$ cat config.mk
export PLATFORM = sky130hd
export DESIGN_NAME = onehot_stream_monitor
export DESIGN_NICKNAME = d
export VERILOG_FILES = /design/src/rtl/onehot_mon_pkg.sv /design/src/rtl/onehot_popcount.sv /design/src/rtl/onehot_stream_monitor.sv
export SDC_FILE = /design/constraint.sdc
export NUM_CORES = 1
export LEC_CHECK = 0
export CAP_MARGIN = 0
export CORE_MARGIN = 1.5
export CORE_UTILIZATION = 52
export DETAILED_ROUTE_END_ITERATION = 8
export MAX_ROUTING_LAYER = met4
export PLACE_DENSITY = 0.8
export SETUP_SLACK_MARGIN = 0.5
export SLEW_MARGIN = 25
export SYNTH_ARGS = -nofsm -noshare
export SYNTH_HDL_FRONTEND = slang
export SYNTH_SLANG_ARGS = --single-unit
$ cat constraint.sdc
create_clock -name clk -period 2.15 [get_ports clk]
set_input_delay 0.43 -clock clk [delete_from_list [all_inputs] [get_ports clk]]
set_output_delay 0.43 -clock clk [all_outputs]
set_load 0.03 [all_outputs]
$ cat src/rtl/onehot_mon_pkg.sv
// rtl/onehot_mon_pkg.sv - shared types and helpers for the one-hot stream monitor
//   mon_state_e : capture FSM states
//   sat_inc     : saturating increment, caller supplies the ceiling

package onehot_mon_pkg;

    typedef enum logic {
        MON_ARMED  = 1'b0,
        MON_FAILED = 1'b1
    } mon_state_e;

    // Operates on a 64-bit container so one function serves any counter
    // width up to 64; the caller truncates the result back to its width.
    function automatic logic [63:0] sat_inc(input logic [63:0] cnt,
                                            input logic [63:0] max_val);
        return (cnt >= max_val) ? cnt : cnt + 64'd1;
    endfunction

endpackage

$ cat src/rtl/onehot_popcount.sv
// rtl/onehot_popcount.sv - combinational popcount and one-hot index encoder
//   vec : vector under test
//   pop : number of set bits
//   idx : position of the set bit when pop == 1, otherwise 0

module onehot_popcount #(
    parameter  int WIDTH = 8,
    localparam int IDXW  = $clog2(WIDTH > 1 ? WIDTH : 2),
    localparam int POPW  = $clog2(WIDTH + 1)
) (
    input  logic [WIDTH-1:0] vec,
    output logic [POPW-1:0]  pop,
    output logic [IDXW-1:0]  idx
);

    logic [IDXW-1:0] idx_or;

    // OR-ing the indices of all set bits is exact whenever only one bit is
    // set; for zero or multi-hot vectors the result is discarded below.
    always_comb begin
        pop    = '0;
        idx_or = '0;
        for (int i = 0; i < WIDTH; i++) begin
            if (vec[i]) begin
                pop    = pop + POPW'(1);
                idx_or = idx_or | IDXW'(i);
            end
        end
        idx = (pop == POPW'(1)) ? idx_or : '0;
    end

endmodule

$ cat src/rtl/onehot_stream_monitor.sv
// rtl/onehot_stream_monitor.sv - registered one-hot classifier with violation counter and first-error capture
//   clk, rst_n          : clock, asynchronous active-low reset
//   in_valid, in_vec    : sample input, one sample per cycle, no backpressure
//   clear               : synchronous clear of err_cnt, sticky state and capture
//   chk_*               : stage-1 classification of the last valid sample
//   err_cnt             : saturating count of violating samples
//   err_sticky          : a violation has occurred since reset/clear
//   first_err_vec       : first violating vector since reset/clear

module onehot_stream_monitor
    import onehot_mon_pkg::*;
#(
    parameter  int WIDTH      = 8,
    parameter  int CNTW       = 16,
    parameter  int ALLOW_ZERO = 0,
    localparam int IDXW       = $clog2(WIDTH > 1 ? WIDTH : 2),
    localparam int POPW       = $clog2(WIDTH + 1)
) (
    input  logic             clk,
    input  logic             rst_n,
    input  logic             in_valid,
    input  logic [WIDTH-1:0] in_vec,
    input  logic             clear,
    output logic             chk_valid,
    output logic             chk_onehot,
    output logic             chk_zero,
    output logic             chk_multi,
    output logic [IDXW-1:0]  chk_idx,
    output logic [POPW-1:0]  chk_pop,
    output logic [CNTW-1:0]  err_cnt,
    output logic             err_sticky,
    output logic [WIDTH-1:0] first_err_vec
);

    localparam logic [63:0] CNT_MAX     = (CNTW >= 64) ? '1 : ((64'd1 << CNTW) - 64'd1);
    localparam bit          ZERO_IS_ERR = (ALLOW_ZERO == 0);

    logic [POPW-1:0]  pop;
    logic [IDXW-1:0]  idx;
    logic [WIDTH-1:0] vec_q;
    logic             viol;
    logic             capture;
    mon_state_e       state, state_next;

    onehot_popcount #(.WIDTH(WIDTH)) u_popcount (
        .vec (in_vec),
        .pop (pop),
        .idx (idx)
    );

    // Stage 1: classification registers hold their value while in_valid is low.
    always_ff @(posedge clk or negedge rst_n) begin
        if (!rst_n) begin
            chk_valid  <= 1'b0;
            chk_onehot <= 1'b0;
            chk_zero   <= 1'b0;
            chk_multi  <= 1'b0;
            chk_idx    <= '0;
            chk_pop    <= '0;
            vec_q      <= '0;
        end else begin
            chk_valid <= in_valid;
            if (in_valid) begin
                chk_onehot <= (pop == POPW'(1));
                chk_zero   <= (pop == '0);
                chk_multi  <= (pop > POPW'(1));
                chk_idx    <= idx;
                chk_pop    <= pop;
                vec_q      <= in_vec;
            end
        end
    end

    assign viol = chk_valid & (chk_multi | (chk_zero & ZERO_IS_ERR));

    // Stage 2: capture FSM.
    always_ff @(posedge clk or negedge rst_n) begin
        if (!rst_n) begin
            state <= MON_ARMED;
        end else begin
            state <= state_next;
        end
    end

    always_comb begin
        state_next = state;
        capture    = 1'b0;
        if (clear) begin
            state_next = MON_ARMED;
        end else if (viol && state == MON_ARMED) begin
            state_next = MON_FAILED;
            capture    = 1'b1;
        end
    end

    // Stage 2: counter and capture register; clear wins over a completing violation.
    always_ff @(posedge clk or negedge rst_n) begin
        if (!rst_n) begin
            err_cnt       <= '0;
            first_err_vec <= '0;
        end else if (clear) begin
            err_cnt       <= '0;
            first_err_vec <= '0;
        end else begin
            if (viol) begin
                err_cnt <= CNTW'(sat_inc(64'(err_cnt), CNT_MAX));
            end
            if (capture) begin
                first_err_vec <= vec_q;
            end
        end
    end

    // Sticky flag is exactly "a first error has been captured".
    assign err_sticky = (state == MON_FAILED);

endmodule
==> out/qor.yml <==
outcome:
  status: "complete, but fails checks"
  violations: "DRC, setup timing"
layout:
  drive_gt1_share_pct: 46.51
  num_antenna_cells: 0
  fill_cells: 158
  final_core_util_pct: 91.58
  syn_to_final_growth_pct: 66.05
  fin_cells: 424
  design_area_sq_um: 4070
  nets: 391
clock_tree:
  h-tree-depth: 2
  numCtsBuffers: 5
  clkTransAtPathRegs_ns: 0.08
  cts_sinks: 44
  cts_root_buf: "clkbuf_8"
  cts_tree: "done"
  cts.path.max_buffers: 2
  worstSkewPairLatency_ns: 0.30
place:
  dpl_cell_area_sq_um: 3334
  port_buffers: 47
  place_hpwl_mm: 3.984
  placedCellCount: 376
  routabilityCongestion: 0.7879
sta:
  slew_viol_final: 0
  fmax_mhz: 254.9
  fin_tns_setup_ns: -15.16
  timing.final.ws_setup_ns: -1.774
  finalHoldViolations: 0
  relSlewSlack_pct: 57.12
  worstMarginPinSlew_ns: 0.6373
  fin_worst_skew_ns: 0.005861
  rsz0062_at_grt: "yes"
  setup_viol: 10
  layout_worst_path_cycle_share_pct: 182.5
  post-route-min-period_ns: 3.924
floorplanning:
  core_sq_um: 4444
  dieArea_sq_um: 5134
  die_h_microns: 71.66
  die_w_microns: 71.66
  num_rows: 24
  ioPinCount: 48
  start_util_pct: 55.15
global_route:
  grt_max_degree: 27
  overflow: 0
  grt_first_pass_wirelength_mm: 11.64
  grt_pass1_vias: 2338
  grtUsageTotal_pct: 30.21
  antenna_found_initial: 0
logic_synthesis:
  synthArstFlopShare_pct: 100.0
  ys.flop_type: "dfrtp_1"
  yosysWarnings: 0
  ys_ff_latch: 44
  netlist.area_leader.share_pct: 44.92
  ys_top_cells_by_area: "dfrtp_1, xnor2_1, nand2_1"
  synth_area_leader_cell: "dfrtp_1"
  synth-edff-count: 0
  synth_cells: 255
  ys_seq_area_share_pct: 44.92
  syn-num-nets: 275
  syn_avg_cell_area_sq_um: 9.612
  synth_area_sq_um: 2451
  yosysUniqueCellTypes: 44
detailed_routing:
  post_drt_via_cell_ratio: 6.142
  drc: 1
  vias: 2604
  wirelength_mm: 9.256
  dr.pass1.iters: 9
  wl_per_cell_microns: 21.83
  drtIter0Drc: 334
  drtAntennaViolNets: 0
power_and_ir_drop:
  p_per_area_nw_per_um2: 852.0
  leakage_uw: 0.001930
  ir_drop_uv: 818.6
  total_power_uw: 3468
job:
  maxCapViolCount: 0
setup_path:
  start_kind: "input pin"
  required_ns: 2.33
  reg2reg_depth: 8
  path_cells: "buf_6, buf_6, ha_4, or2_4, nand2_4, inv_2, ha_4, nand2_4, o21ai_4, ha_4, inv_2, a21oi_2, ha_1, a32oi_2, nand2_2, ha_4, nor2b_4, nor2_4, ha_4, nand2_2, xor2_2, nand3_2, buf_4, o41ai_2"
  cpPeakStageDelay_ns: 0.39
  cp-end-kind: "flip-flop"
  crit_path_frequent_cell: "ha_4"
  cp.arrival_ns: 4.10
  crit_type: "in2reg"
  cpMaxStageDelayCell: "o41ai_2"
  crit_fanout: 3
min_path:
  hold_class: "in2async"
-- synthesized netlist by cell type, types with 2 or more instances --
library cell and instances:
xor2_1 7, clkbuf_1 9, nand3_1 10, a21oi_1 4
buf_2 2, mux2i_1 3, nor3_1 8, ha_1 8
o211ai_1 2, dfrtp_1 44, o32ai_1 2, a211oi_1 2
o21ai_0 9, mux2_2 9, o41ai_1 3, and3_1 2
nor4_1 4, nand4_1 2, nand2_1 33, xnor2_1 16
nor2_1 28, nand2b_1 4, nand3b_1 8, inv_1 14
or3_1 3
-- power by group --
group	internal (uW)	leakage [uW]	switching [uW]
clock	345	0.0000552	289
combinational	800	0.00132	958
sequential	961	0.000554	115
total	2110	0.00193	1360
-- critical path, delay by kind of cell --
family	cells	cell delay (ns)
AOI/OAI and AO/OA	4	0.73
xor gates and xnor gates	1	0.20
adders and majority gates	6	1.38
buffers and inverters	5	0.47
and+or+nand+nor	8	0.87
-- placed cells by master (no fill, tap or decap), types with 3 or more instances in the layout --
cell type	instances
buf_6	11
ha_4	7
o21ai_0	4
nand3_1	7
o21ai_4	4
clkbuf_8	5
nand3b_1	8
dfrtp_1	32
clkdlybuf4s50_1	7
nand2_1	27
nand2_2	3
xnor2_2	3
dlygate4sd2_1	30
inv_1	10
nor2_4	3
nor3_4	5
mux2_2	8
nor2_1	21
xnor2_1	13
mux2i_1	3
xor2_1	4
xor2_2	4
nor4_1	3
buf_4	62
clkbuf_2	4
nor2_2	4
nand2b_1	4
nand2_4	3
dfrtp_2	12
-- cell families (layout without fill, tap and decap cells) --
logic type	count (synthesis)	count (layout)	synth area share, %
xor gates and xnor gates	27	27	11.79
AOI/OAI and AO/OA	33	33	9.444
and+or+nand+nor	106	106	20.47
buffers and inverters	25	142	3.930
DFF	44	44	44.92
muxes	12	12	5.360
adders and majority gates	8	8	4.084
-- per-stage QoR --
step	hold slack, ns	worst slack, ns
floorplan	0.1344	-1.605
global placement	0.4019	-2.272
detailed placement	0.4034	-2.515
CTS	0.08020	-1.580
global route	0.1065	-1.882
finish	0.07924	-1.774
-- what timing repair did --
action                     in CTS  in global routing
pin swaps                      31                 35
setup buffers                  21                 19
gates resized for setup        82                 51
setup endpoints to repair      61                 38
hold buffers                    0                  0
-- layout make-up --
| class | instances | area [sq um] | area share [%] |
|---|---|---|---|
| repair buffers | 120 | 1003 | 24.65 |
| flip-flops and latches | 44 | 1116 | 27.42 |
| clock inverters | 2 | 35.03 | 0.8607 |
| inverters | 14 | 65.06 | 1.599 |
| clock buffers | 6 | 72.57 | 1.783 |
| well taps | 52 | 65.06 | 1.599 |
| multi-input cells | 186 | 1713 | 42.08 |
-- state kept, by name (all words and copies together), names as in the netlist --
register,flops
first_err_vec,8
chk_multi,1
err_cnt,16
chk_onehot,1
chk_zero,1
err_sticky,1
chk_valid,1
chk_pop,4
chk_idx,3
vec_q,8
-- worst paths after layout --
path	startpoint	slack (ns)	endpoint
max	in_vec[0]	-1.77	chk_idx[1]
min	rst_n	0.08	first_err_vec[1]
max reg2reg	err_cnt[1]	0.25	err_cnt[15]
min reg2reg	first_err_vec[0]	0.47	first_err_vec[0]
max in group asynchronous	rst_n	1.56	err_cnt[0]
min in group clk	first_err_vec[0]	0.47	first_err_vec[0]
-- metal layers --
layer | wire, microns | part of all wire, % | vias to the layer above | global-route usage (%)
met2 | 4678 | 51 | 161 | 48.56
met4 | 329 | 3.6 | 0 | 7.338
met1 | 3693 | 40 | 1291 | 39.68
met3 | 555 | 6.0 | 44 | 6.188
li1 | - | - | 1108 | -
met5 | 0 | 0 | - | -
Power figures use the tool's default switching activity.
==> RTL edit 1 (same flow settings) <==
Change the parameter `ALLOW_ZERO` from 0 to 1.
--- a/src/rtl/onehot_stream_monitor.sv
+++ b/src/rtl/onehot_stream_monitor.sv
@@ -14,3 +14,3 @@
     parameter  int CNTW       = 16,
-    parameter  int ALLOW_ZERO = 0,
+    parameter  int ALLOW_ZERO = 1,
     localparam int IDXW       = $clog2(WIDTH > 1 ? WIDTH : 2),
Behaviour: not the same (Yosys sat finds a counterexample within 4 cycles, from zero or initial values and one cycle with rst_n low).
==> RTL edit 1 against the unedited design <==
  * The run still ends with design-rule violations, negative setup slack left
  * Non-clock buffer count down 10
  * Area after synthesis shrank 0.46%
  * Power decreased by 10%
  * Routed wire length shrank 9.9%
  * Sequential share of layout area up 1.0 points
  * Die area decreased by 0.43%
  * Design area shrank 3.6%
  * Highest routed layer unchanged
  * Fmax is 5.3% higher
  * Critical path depth fell by 2
  * Setup slack gained 0.20 ns
  * Hold slack improved by 0.13 ns
  * Sequential cell count is the same
  * Synthesized cell count fell by 2.0%
==> RTL edit 1: results (changes against the unedited design) <==
Status: finished with violations
Failing checks: design-rule violations, negative setup slack
P_sw: 1.24 mW (-9.1%)
Fillers: 202 (+28%)
Grt met3 use: 5.06% (-1.1 points)
Maximum vdd drop: 0.700 mV (-15%)
Crit path capture: chk_zero$_DFFE_PN0P_
Xor/xnor share of the synthesized area: 11.5% (-0.25 points)
DRC errors left: 5 (+4)
Vias per cell: 5.85 (-4.8%)
Setup TNS: -13.54 ns (+1.62 ns)
Finish-stage setup viols: 11 (+1)
Number of global-route vias before repair: 2331 (-0.30%)
Crit Path Max Fanout: 6 (+3)
TritonRoute pass-1 iters: 6 (-3)
Met1 Use GR: 37.2% (-2.5 points)
Post-synth top cells: 44 x dfrtp_1, 30 x nand2_1, 20 x nor2_1
R2r startpoint: err_cnt[9]$_DFFE_PN0P_
Placed cell area: 3390 um^2 (+1.7%)
Least-Margin Pin Slew: 0.561 ns (-0.0765 ns)
Clk pwr share: 16.3% (-2.0 points)
Metal-1 WL: 3240 um (-12%)
Pleak: 1.84 nW (-4.8%)
Final clock skew: 0.00742 ns (+0.00155 ns)
Comb. pwr: 1.53 mW (-13%)
Distinct cells, synth: 45 (+2.3%)
Starting DRC count in detailed routing: 170 (-49%)
Fin worst setup slack: -1.58 ns (+0.198 ns)
Grt met2 use: 51.1% (+2.5 points)
Total track usage: 30.1% (-0.11 points)
==> RTL edit 1: cell types whose count changed after synthesis, sizes merged, moves of 4 or more <==
cell	delta
nand3b	-8
mux2	+4
xor2	+5
nor2	-8
nand2b	+7
buf	+4
==> RTL edit 1: how the worst min path moves through the flow <==
stage	from	to	slack (ns)	depth (start not counted)
floorplan	rst_n	chk_idx[0]$_DFFE_PN0P_	0.13	0
global placement	first_err_vec[7]$_DFFE_PN0P_	first_err_vec[7]$_DFFE_PN0P_	0.46	2
detailed placement	chk_pop[2]$_DFFE_PN0P_	chk_pop[2]$_DFFE_PN0P_	0.47	1
CTS	rst_n	chk_onehot$_DFFE_PN0P_	0.23	2
global route	rst_n	err_cnt[11]$_DFFE_PN0P_	0.25	2
finish	rst_n	err_cnt[10]$_DFFE_PN0P_	0.21	2
==> RTL edit 1: repair_timing <==
item                                   in CTS  in global routing
gates resized for setup                    83                 41
endpoints found under the hold margin       0                  0
pin swaps                                  31                 19
setup buffers                              19                  7
setup endpoints to repair                  61                 30
==> RTL edit 1: through the flow <==
stage	total power [mW]	hold WS [ns]	utilization, %	worst slack, ns
global route	3.25	0.255	88.3	-1.76
global placement	2.36	0.463	76.3	-2.46
detailed placement	2.40	0.471	76.3	-2.63
floorplan	1.90	0.134	-	-1.79
finish	3.12	0.208	88.3	-1.58
CTS	2.93	0.226	83.8	-1.58
==> RTL edit 1: cell type report <==
| cell class | count | area (um^2) | share of cell area (%) |
|---|---|---|---|
| clock buffer | 7 | 76.3 | 1.95 |
| clock inverter | 1 | 5.00 | 0.128 |
| inverter | 14 | 65.1 | 1.66 |
| multi-input combinational | 179 | 1680 | 42.9 |
| sequential | 44 | 1110 | 28.4 |
| tap | 52 | 65.1 | 1.66 |
| timing repair buffer | 110 | 913 | 23.3 |
==> RTL edit 2 (same settings) <==
Without the edit above. Put one more register stage on the output `err_cnt`, with the module's reset. The value now appears one clock later. The other outputs are not delayed to match.
--- a/src/rtl/onehot_stream_monitor.sv
+++ b/src/rtl/onehot_stream_monitor.sv
@@ -36,2 +36,4 @@
     localparam bit          ZERO_IS_ERR = (ALLOW_ZERO == 0);
+
+    logic [CNTW-1:0] err_cnt_s0;
 
@@ -98,6 +100,6 @@
         if (!rst_n) begin
-            err_cnt       <= '0;
+            err_cnt_s0    <= '0;
             first_err_vec <= '0;
         end else if (clear) begin
-            err_cnt       <= '0;
+            err_cnt_s0    <= '0;
             first_err_vec <= '0;
@@ -105,3 +107,3 @@
             if (viol) begin
-                err_cnt <= CNTW'(sat_inc(64'(err_cnt), CNT_MAX));
+                err_cnt_s0 <= CNTW'(sat_inc(64'(err_cnt_s0), CNT_MAX));
             end
@@ -116,2 +118,10 @@
 
+    always_ff @(posedge clk or negedge rst_n) begin
+        if (!rst_n) begin
+            err_cnt <= '0;
+        end else begin
+            err_cnt <= err_cnt_s0;
+        end
+    end
+
 endmodule
Function: changed (a bounded check fails within 4 cycles, from zero or initial values and one cycle with rst_n low).
==> RTL edit 2 against the unedited design <==
  * Power rose by 17%
  * Sequential power is 31% higher
  * Area after synthesis up 14%
  * Setup slack worse by 0.0021 ns
  * Sequential cell count is 16 higher
  * First-iteration DRC count decreased by 23%
  * Cell count rose by 2.1%
  * Register-to-register slack gained 0.05 ns
  * Design area rose by 6.9%
  * Routed wire length shrank 2.1%
  * The run ends with negative setup slack left
==> RTL edit 2: results (changes against the unedited design) <==
Status: finished with violations
Failing checks: negative setup slack
Crit Path Max Fanout: 6 (+3)
Pleak: 2.11 nW (+9.4%)
GP Congestion: 0.846 (+7.3%)
Post-synth top cells: 60 x dfrtp_1, 22 x nor2_1, 17 x nand2_1
Complex-gate fraction of the synthesized area: 10.5% (+1.1 points)
TritonRoute pass-1 iters: 5 (-4)
Final clock skew: 0.00789 ns (+0.00202 ns)
Multiplexer share of the synthesized area: 5.59% (+0.23 points)
Xor/xnor share of the synthesized area: 9.43% (-2.4 points)
Fin worst setup slack: -1.78 ns (-0.00213 ns)
DPL Wire Length: 4130 um (+3.8%)
Least-Margin Pin Slew: 0.571 ns (-0.0662 ns)
Final #Nets: 380 (-2.8%)
Cts bufs inserted: 9 (+4)
Post-synth net total: 270 (-1.8%)
Crit path largest cell delay: 0.33 ns (-0.06 ns)
Maximum vdd drop: 0.948 mV (+16%)
First-pass GRT wire length: 12200 um (+4.8%)
Share of layout cells above drive strength 1: 41.6% (-4.9 points)
Comb. pwr: 1.58 mW (-10%)
Top flop regs: err_cnt x16, err_cnt_s0 x16
Synth Area in Adders: 3.58% (-0.51 points)
Bufs and invs on worst path: 3 (-2)
P_clk: 1.07 mW (+69%)
Grt met3 use: 6.95% (+0.76 points)
P_sw: 1.43 mW (+5.0%)
Vias per cell: 5.86 (-4.5%)
Grt met2 use: 47.0% (-1.6 points)
Finish-stage setup viols: 9 (-1)
Number of global-route vias before repair: 2473 (+5.8%)
Worst path arrival time: 4.15 ns (+0.05 ns)
Fillers: 276 (+75%)
Worst-path clk slew: 0.06 ns (-0.02 ns)
Placed cell area: 3690 um^2 (+11%)
[RTL edit 2: changes by cell type after synthesis, moves of 3 or more]
cell	unedited run	this run
a22o_1	0	8
buf_1	0	3
clkbuf_1	9	6
dfrtp_1	44	60
mux2_2	9	13
nand2_1	33	17
nand3b_1	8	0
nor2_1	28	22
o21ai_0	9	6
xnor2_1	16	13
xor2_1	7	10
[RTL edit 2: worst paths after layout]
kind,slack (ns),start,to,depth (start not counted)
min reg2reg,0.44,err_cnt_s0[14]$_DFFE_PN0P_,err_cnt[14]$_DFF_PN0_,0
max in group asynchronous,1.78,rst_n,err_cnt_s0[1]$_DFFE_PN0P_,2
max reg2reg,0.30,err_cnt_s0[8]$_DFFE_PN0P_,err_cnt_s0[9]$_DFFE_PN0P_,8
min,0.1,rst_n,err_cnt_s0[13]$_DFFE_PN0P_,2
max,-1.78,in_vec[1],chk_zero$_DFFE_PN0P_,22
min in group clk,0.39,in_vec[0],vec_q[0]$_DFFE_PN0P_,2
[RTL edit 2: layer usage]
| metal | share of wire [%] | vias to the layer above |
|---|---|---|
| met5 | 0 | - |
| met4 | 3.8 | 0 |
| met3 | 7.6 | 45 |
| met2 | 52 | 157 |
| met1 | 37 | 1238 |
| li1 | - | 1099 |
[RTL edit 2: repair_timing]
| item | 4_1_cts | 5_1_grt |
|---|---|---|
| setup buffers | 17 | 13 |
| setup endpoints to repair | 60 | 34 |
| hold endpoints to repair | 0 | 0 |
| resized for setup | 78 | 30 |
| pin swaps | 32 | 35 |
[RTL edit 2: area by class of cell]
class	instances	area, um^2	area share, %
multi-input cells	166	1550	35.6
flip-flops and latches	60	1500	34.6
repair buffers	110	940	21.6
clock buffers	13	179	4.11
well taps	70	87.6	2.01
inverters	13	61.3	1.41
clock inverters	1	30.0	0.690
[RTL edit 2: kinds of logic (layout without fill, tap and decap cells)]
logic type               Yosys count  count (layout)
XOR/XNOR                          26              26
AO/OA/AOI/OAI                     39              39
buffers and inverters             24             137
flip-flops                        60              60
multiplexers                      14              14
adder cells (fa/ha/maj)            8               8
AND/OR/NAND/NOR                   79              79
[RTL edit 2: stage by stage]
step / cells / worst slack (ns) / power, mW / TNS, ns
final: 433 / -1.78 / 4.05 / -15.00
after global routing: 433 / -1.91 / 4.21 / -16.17
after CTS: 420 / -1.55 / 3.83 / -12.99
after detailed placement: 389 / -2.60 / 2.72 / -22.94
after global placement: 389 / -2.45 / 2.68 / -21.83
after floorplan: 250 / -1.81 / 2.21 / -15.48
